<file path="src/rtl/flash_therm_enc_pipe_if.sv">
// rtl/flash_therm_enc_pipe_if.sv - sample-side and result-side signals of the thermometer encoder
interface flash_therm_enc_pipe_if #(
  parameter int N_BITS   = 5,
  parameter int ERRCNT_W = 8
);
  localparam int M = 2**N_BITS - 1;

  logic                sample_en;
  logic [M-1:0]        therm_in;
  logic                gray_sel;
  logic                clr_cnt;
  logic [N_BITS-1:0]   code_out;
  logic                valid_out;
  logic                ovr;
  logic                udr;
  logic                bubble;
  logic [ERRCNT_W-1:0] bubble_cnt;

  modport master (
    output sample_en, therm_in, gray_sel, clr_cnt,
    input  code_out, valid_out, ovr, udr, bubble, bubble_cnt
  );

  modport slave (
    input  sample_en, therm_in, gray_sel, clr_cnt,
    output code_out, valid_out, ovr, udr, bubble, bubble_cnt
  );
endinterface

</file>
<file path="src/rtl/flash_therm_enc_pipe.sv">
// rtl/flash_therm_enc_pipe.sv - pipelined thermometer-to-binary/Gray encoder with bubble correction
// Capture -> majority correct -> priority encode -> output register; latency 3 edges after capture.
module flash_therm_enc_pipe #(
  parameter int N_BITS   = 5,
  parameter int ERRCNT_W = 8
) (
  input  logic                   clk,
  input  logic                   rst_n,
  flash_therm_enc_pipe_if.slave  bus
);
  localparam int M = 2**N_BITS - 1;
  localparam logic [ERRCNT_W-1:0] CNT_MAX = '1;

  logic                v1, v2, v3;
  logic [M-1:0]        t1, c2;
  logic                g1, g2, g3;
  logic                bub2, bub3;
  logic [N_BITS-1:0]   b3;
  logic [M-1:0]        c1;
  logic [N_BITS-1:0]   b2;
  logic [M+1:0]        ext;

  logic [N_BITS-1:0]   code_q;
  logic                valid_q, ovr_q, udr_q, bubble_q;
  logic [ERRCNT_W-1:0] cnt_q;

  // Virtual comparators below the lowest (always 1) and above the highest (always 0).
  assign ext = {1'b0, t1, 1'b1};

  always_comb begin
    c1 = '0;
    for (int i = 0; i < M; i++) begin
      c1[i] = (ext[i] & ext[i+1]) | (ext[i] & ext[i+2]) | (ext[i+1] & ext[i+2]);
    end
  end

  always_comb begin
    b2 = '0;
    for (int i = 0; i < M; i++) begin
      if (c2[i]) b2 = N_BITS'(i + 1);
    end
  end

  always_ff @(posedge clk or negedge rst_n) begin
    if (!rst_n) begin
      v1   <= 1'b0;
      t1   <= '0;
      g1   <= 1'b0;
      v2   <= 1'b0;
      c2   <= '0;
      g2   <= 1'b0;
      bub2 <= 1'b0;
      v3   <= 1'b0;
      b3   <= '0;
      g3   <= 1'b0;
      bub3 <= 1'b0;
    end else begin
      v1 <= bus.sample_en;
      if (bus.sample_en) begin
        t1 <= bus.therm_in;
        g1 <= bus.gray_sel;
      end
      v2   <= v1;
      c2   <= c1;
      g2   <= g1;
      bub2 <= v1 && (c1 != t1);
      v3   <= v2;
      b3   <= b2;
      g3   <= g2;
      bub3 <= bub2;
    end
  end

  always_ff @(posedge clk or negedge rst_n) begin
    if (!rst_n) begin
      valid_q  <= 1'b0;
      code_q   <= '0;
      ovr_q    <= 1'b0;
      udr_q    <= 1'b0;
      bubble_q <= 1'b0;
    end else begin
      valid_q <= v3;
      if (v3) begin
        code_q   <= g3 ? (b3 ^ (b3 >> 1)) : b3;
        ovr_q    <= (b3 == N_BITS'(M));
        udr_q    <= (b3 == '0);
        bubble_q <= bub3;
      end
    end
  end

  // Counts the sample presented on the outputs during the previous cycle; clear has priority.
  always_ff @(posedge clk or negedge rst_n) begin
    if (!rst_n) begin
      cnt_q <= '0;
    end else if (bus.clr_cnt) begin
      cnt_q <= '0;
    end else if (valid_q && bubble_q && (cnt_q != CNT_MAX)) begin
      cnt_q <= cnt_q + ERRCNT_W'(1);
    end
  end

  assign bus.code_out   = code_q;
  assign bus.valid_out  = valid_q;
  assign bus.ovr        = ovr_q;
  assign bus.udr        = udr_q;
  assign bus.bubble     = bubble_q;
  assign bus.bubble_cnt = cnt_q;
endmodule

</file>
<file path="src/flat_wrapper.sv">
// flat-port wrapper written by rule: the top's interface ports become plain ports
module flash_therm_enc_pipe_flat 
#(
  parameter int N_BITS   = 5,
  parameter int ERRCNT_W = 8
)
  (clk, rst_n, bus_sample_en, bus_therm_in, bus_gray_sel, bus_clr_cnt, bus_code_out, bus_valid_out, bus_ovr, bus_udr, bus_bubble, bus_bubble_cnt);
  flash_therm_enc_pipe_if #(.N_BITS(N_BITS), .ERRCNT_W(ERRCNT_W)) bus_i ();
  input  logic clk;
  input  logic rst_n;
  input wire logic [$bits(bus_i.sample_en)-1:0] bus_sample_en;
  input wire logic [$bits(bus_i.therm_in)-1:0] bus_therm_in;
  input wire logic [$bits(bus_i.gray_sel)-1:0] bus_gray_sel;
  input wire logic [$bits(bus_i.clr_cnt)-1:0] bus_clr_cnt;
  output wire logic [$bits(bus_i.code_out)-1:0] bus_code_out;
  output wire logic [$bits(bus_i.valid_out)-1:0] bus_valid_out;
  output wire logic [$bits(bus_i.ovr)-1:0] bus_ovr;
  output wire logic [$bits(bus_i.udr)-1:0] bus_udr;
  output wire logic [$bits(bus_i.bubble)-1:0] bus_bubble;
  output wire logic [$bits(bus_i.bubble_cnt)-1:0] bus_bubble_cnt;
  assign bus_i.sample_en = bus_sample_en;
  assign bus_i.therm_in = bus_therm_in;
  assign bus_i.gray_sel = bus_gray_sel;
  assign bus_i.clr_cnt = bus_clr_cnt;
  assign bus_code_out = bus_i.code_out;
  assign bus_valid_out = bus_i.valid_out;
  assign bus_ovr = bus_i.ovr;
  assign bus_udr = bus_i.udr;
  assign bus_bubble = bus_i.bubble;
  assign bus_bubble_cnt = bus_i.bubble_cnt;
  flash_therm_enc_pipe #(.N_BITS(N_BITS), .ERRCNT_W(ERRCNT_W)) u_core (.clk(clk), .rst_n(rst_n), .bus(bus_i));
endmodule
</file>
<file path="config.mk">
export PLATFORM = sky130hd
export DESIGN_NAME = flash_therm_enc_pipe_flat
export DESIGN_NICKNAME = d
export VERILOG_FILES = /design/src/rtl/flash_therm_enc_pipe_if.sv /design/src/rtl/flash_therm_enc_pipe.sv /design/src/flat_wrapper.sv
export SDC_FILE = /design/constraint.sdc
export NUM_CORES = 1
export LEC_CHECK = 0
export BUFFER_PORTS_ARGS = -buffer_cell sky130_fd_sc_hd__buf_2
export CAP_MARGIN = 20
export CORE_MARGIN = 5
export CORE_UTILIZATION = 50
export CTS_CLUSTER_DIAMETER = 60
export DETAILED_ROUTE_END_ITERATION = 12
export PLACE_DENSITY = 0.71
export SYNTH_ARGS = -nofsm -noshare
export SYNTH_HDL_FRONTEND = slang
export SYNTH_SLANG_ARGS = --single-unit
</file>
<file path="constraint.sdc">
create_clock -name clk -period 3 [get_ports clk]
set_input_delay 0 -clock clk [delete_from_list [all_inputs] [get_ports clk]]
set_output_delay 0 -clock clk [all_outputs]
set_load 0.02 [all_outputs]
</file>
==> results_tabular.tex <==
\begin{tabular}{lr}
\hline
Metric & Value \\
\hline
\multicolumn{2}{l}{\textbf{Placement}} \\
Number of cells in the design after placement & 521 \\
Placed wire-length estimate & roughly 5.7 mm \\
Number of buffers inserted by port buffering & 52 \\
DP Area & 4458 µm² \\
Final weighted congestion of routability-driven global placement & 0.8803 \\
\multicolumn{2}{l}{\textbf{Timing}} \\
Setup repair after global routing missed its margin & no \\
Worst Skew & roughly 11 ps \\
FMAX & approximately 610 MHz \\
Setup TNS & 0 ps \\
Count of pins over their slew limit & 0 \\
Worst-margin pin slew & 810.0 ps \\
Fin crit share & 0.5467 \\
Final Hold Viols & 0 \\
Setup violators final & 0 \\
Period minus WS final & $\sim$1600 ps \\
Relative slew margins & 0.4600 \\
\multicolumn{2}{l}{\textbf{Setup path}} \\
Timing startpoint of the critical path & u\_core.t1[5] \\
Critical path capture point type & flip-flop \\
Setup slack on the worst flop-to-flop path & about 1400 ps \\
Worst flop-to-flop path endpoint & u\_core.bub2 \\
Standard cell with the maximum stage delay on the critical path & dfrtp\_1 \\
Worst stage delay on the critical path & approximately 470 ps \\
Startpoint of the most critical register-to-register path & u\_core.t1[5] \\
CP max FO & 8 \\
Critical Path, Cell by Cell & and2b\_1 -> o22ai\_1 -> a311o\_1 -> a2111oi\_2 -> a41oi\_1 \\
CP required & approximately 3200 ps \\
Worst path arrival time & about 1900 ps \\
Logic depth of the worst path, buffers included & 5 \\
Type of origin of the critical path & flip-flop \\
Crit path buffers/inverters & 0 \\
Worst Setup Path Type & flip-flop to flip-flop \\
Gate family responsible for the most delay along the worst path & compound AO/OA/AOI/OAI gates \\
Worst Setup EP & u\_core.bub2 \\
Logic depth of the worst register-to-register path & 5 \\
\multicolumn{2}{l}{\textbf{Global route}} \\
Number of global-route vias before repair & roughly 3100 \\
Grt ovf & 0 \\
Initial antenna violation count & 0 \\
Maximum number of pins on one net before global-route repair & 85 \\
Met1 demand-to-capacity share in global routing & 0.2367 \\
Met3 track utilization from global routing & 0.03322 \\
Gr usage total & 0.1769 \\
Busiest grt layer & met2 \\
Global-route wire length before repair & roughly 14 mm \\
Global routing met2 resource utilization & 0.2856 \\
\multicolumn{2}{l}{\textbf{Min path}} \\
Worst min-delay path category & primary input to flip-flop \\
\multicolumn{2}{l}{\textbf{Synthesis}} \\
Post-Syn Nets & 420 \\
Yosys reg bits & 92 \\
Ranking of synthesized cells by area & dfrtp\_1, maj3\_1, mux2\_2 \\
Netlist cell types & 48 \\
Top cell type by total area after synthesis & dfrtp\_1 \\
Seq/Total Area, Yosys & 0.5586 \\
Yosys warning count & 0 \\
Ranking of synthesized cells by instance count & dfrtp\_1, nor2\_1, inv\_1, o21ai\_0, nand2\_1 \\
Most common cell in the netlist & dfrtp\_1 \\
Prevailing post-synth register cell & dfrtp\_1 \\
Area share of the leading cell type in the synthesized netlist & 0.5586 \\
Post-synth EDFFs & 0 \\
Async set-reset flop share out of synthesis & 1.000 \\
Mean post-synth cell area & 10.87 µm² \\
Netlist area before placement & between 4000 and 5000 µm² \\
Post-synthesis instance total & about 380 \\
\multicolumn{2}{l}{\textbf{Floorplan}} \\
Vertical die dimension & between 100 and 150 µm \\
Total I/O pin count & 53 \\
Area of the placeable core & approximately 8100 µm² \\
Width of the die & $\sim$100 µm \\
Row count & 33 \\
Initial core utilization & 0.5067 \\
Full die area & 10160 µm² \\
\multicolumn{2}{l}{\textbf{Clock tree}} \\
Worst-Skew Late Latency & $\sim$360 ps \\
Inserted Clock Buffers & 9 \\
Htree depth & 3 \\
Maximum number of buffers from clock root to sink & 2 \\
Number of buffers added for setup after CTS & 0 \\
Clock sink count & 92 \\
Clock-pin slew on the worst setup and hold paths & approximately 90 ps \\
Cell at the root of the clock tree & clkbuf\_8 \\
Cts repair resizes & 0 \\
TritonCTS clock tree & yes \\
Hold Buf Count CTS & 34 \\
\multicolumn{2}{l}{\textbf{Power and ir drop}} \\
P\_int & approximately 2100 µW \\
Largest vdd supply drop & about 0.0004 V \\
Switching Fraction & 0.2739 \\
Fraction of power consumed by the clock network & 0.331 \\
Power Dens Cells & just under 600 nW/µm² \\
Sequential share of power & 0.513 \\
Share of power burned in combinational logic & 0.156 \\
Standby leakage power & 0.002281 µW \\
Switching power & between 800 and 900 µW \\
\multicolumn{2}{l}{\textbf{Final layout}} \\
Number of cells in the finished layout apart from fillers & $\sim$570 \\
Number of nets in the final layout & $\sim$500 \\
ANT cells & 0 \\
Layout cells sized above 1 & 0.1987 \\
Cell area after layout & 5079 µm² \\
Area delta synth->final & 23.22\% \\
\multicolumn{2}{l}{\textbf{Route}} \\
Mean routed wirelength per cell & roughly 15 µm \\
Via density per instance & roughly 5.3 \\
Detailed-routing iteration count for the pre-antenna-repair pass & 4 \\
Total via count after detailed routing & about 3000 \\
Number of DRC markers after the initial detailed-route iteration & 120 \\
DRC violations left & 0 \\
Post-Route WL & roughly 8.4 mm \\
Number of antenna-violating nets in the routed design & 0 \\
\multicolumn{2}{l}{\textbf{Flow run}} \\
Count of max-cap constraint violations & 0 \\
\multicolumn{2}{l}{\textbf{Run status}} \\
Outcome & complete, no violations \\
\hline
\end{tabular}
-- routing by layer --
| metal | wire [µm] | share of wire |
|---|---|---|
| met1 | 3729 | 0.45 |
| met2 | 4097 | 0.49 |
| met3 | 423 | 0.051 |
| met4 | 115 | 0.014 |
| met5 | 0 | 0 |
-- metrics by stage --
step | util | hold slack (ps) | power [µW] | setup WS [ps]
after detailed placement | 0.5481 | 210.4 | 1965 | 1375
after global placement | 0.5481 | 206.5 | 1946 | 1435
final | 0.6244 | 171.7 | 2959 | 1360
after floorplan | - | -295.6 | 1810 | 1430
after global routing | 0.6244 | 218.7 | 3122 | 1205
after CTS | 0.6198 | 167.2 | 2976 | 1354
-- layout make-up --
type	instances	area, µm²
Sequential cell	92	2302
Fill cell	641	3055
Inverter	28	105.1
Clock buffer	12	165.2
Timing Repair Buffer	89	648.1
Clock inverter	4	77.57
Multi-Input combinational cell	243	1649
Tap cell	105	131.4
-- logic make-up (layout without fill, tap and decap cells) --
group	after synthesis	count (layout)	synth area share
simple gates	95	95	0.1108
flops	92	92	0.5586
compound gates	87	87	0.1348
buf+inv	44	133	0.04129
fa+ha+maj	29	29	0.07347
mux	23	23	0.06193
xor+xnor	9	9	0.01913
-- registers in the layout, indices dropped and copies added (netlist names), 5 cells and up --
register	flops
u_core.c2	31
u_core.t1	31
u_core.bus.bubble_cnt	8
u_core.b3	5
u_core.bus.code_out	5
-- worst min path at each step --
stage	endpoint	cells after the start	from	slack [ps]
after CTS	u_core.v1	1	bus_sample_en	170
after detailed placement	u_core.t1[15]	3	bus_therm_in[15]	210
final	u_core.v1	1	bus_sample_en	170
after floorplan	u_core.b3[0]	0	rst_n	-300
after global placement	u_core.t1[12]	3	bus_therm_in[12]	210
after global routing	u_core.v1	1	bus_sample_en	220
-- cell usage in the layout, fill, tap and decap left out, types with 6 or more instances in the layout --
cell type       n
dfrtp_1        92
buf_2          51
dlygate4sd3_1  35
nor2_1         31
inv_1          28
o21ai_0        28
nand2_1        26
a21oi_1        25
maj3_1         24
mux2_2         20
clkbuf_8       12
nand2b_1        8
a211oi_1        7
xor2_1          6
-- power groups by stage --
stage | Sequential (µW) | Combinational, µW | Clock, µW
final | 1520 | 461 | 979
after floorplan | 1510 | 299 | 0
after detailed placement | 1540 | 422 | 0
after CTS | 1520 | 458 | 1000
after global routing | 1540 | 521 | 1060
after global placement | 1530 | 412 | 0
Power figures use the tool's default switching activity.
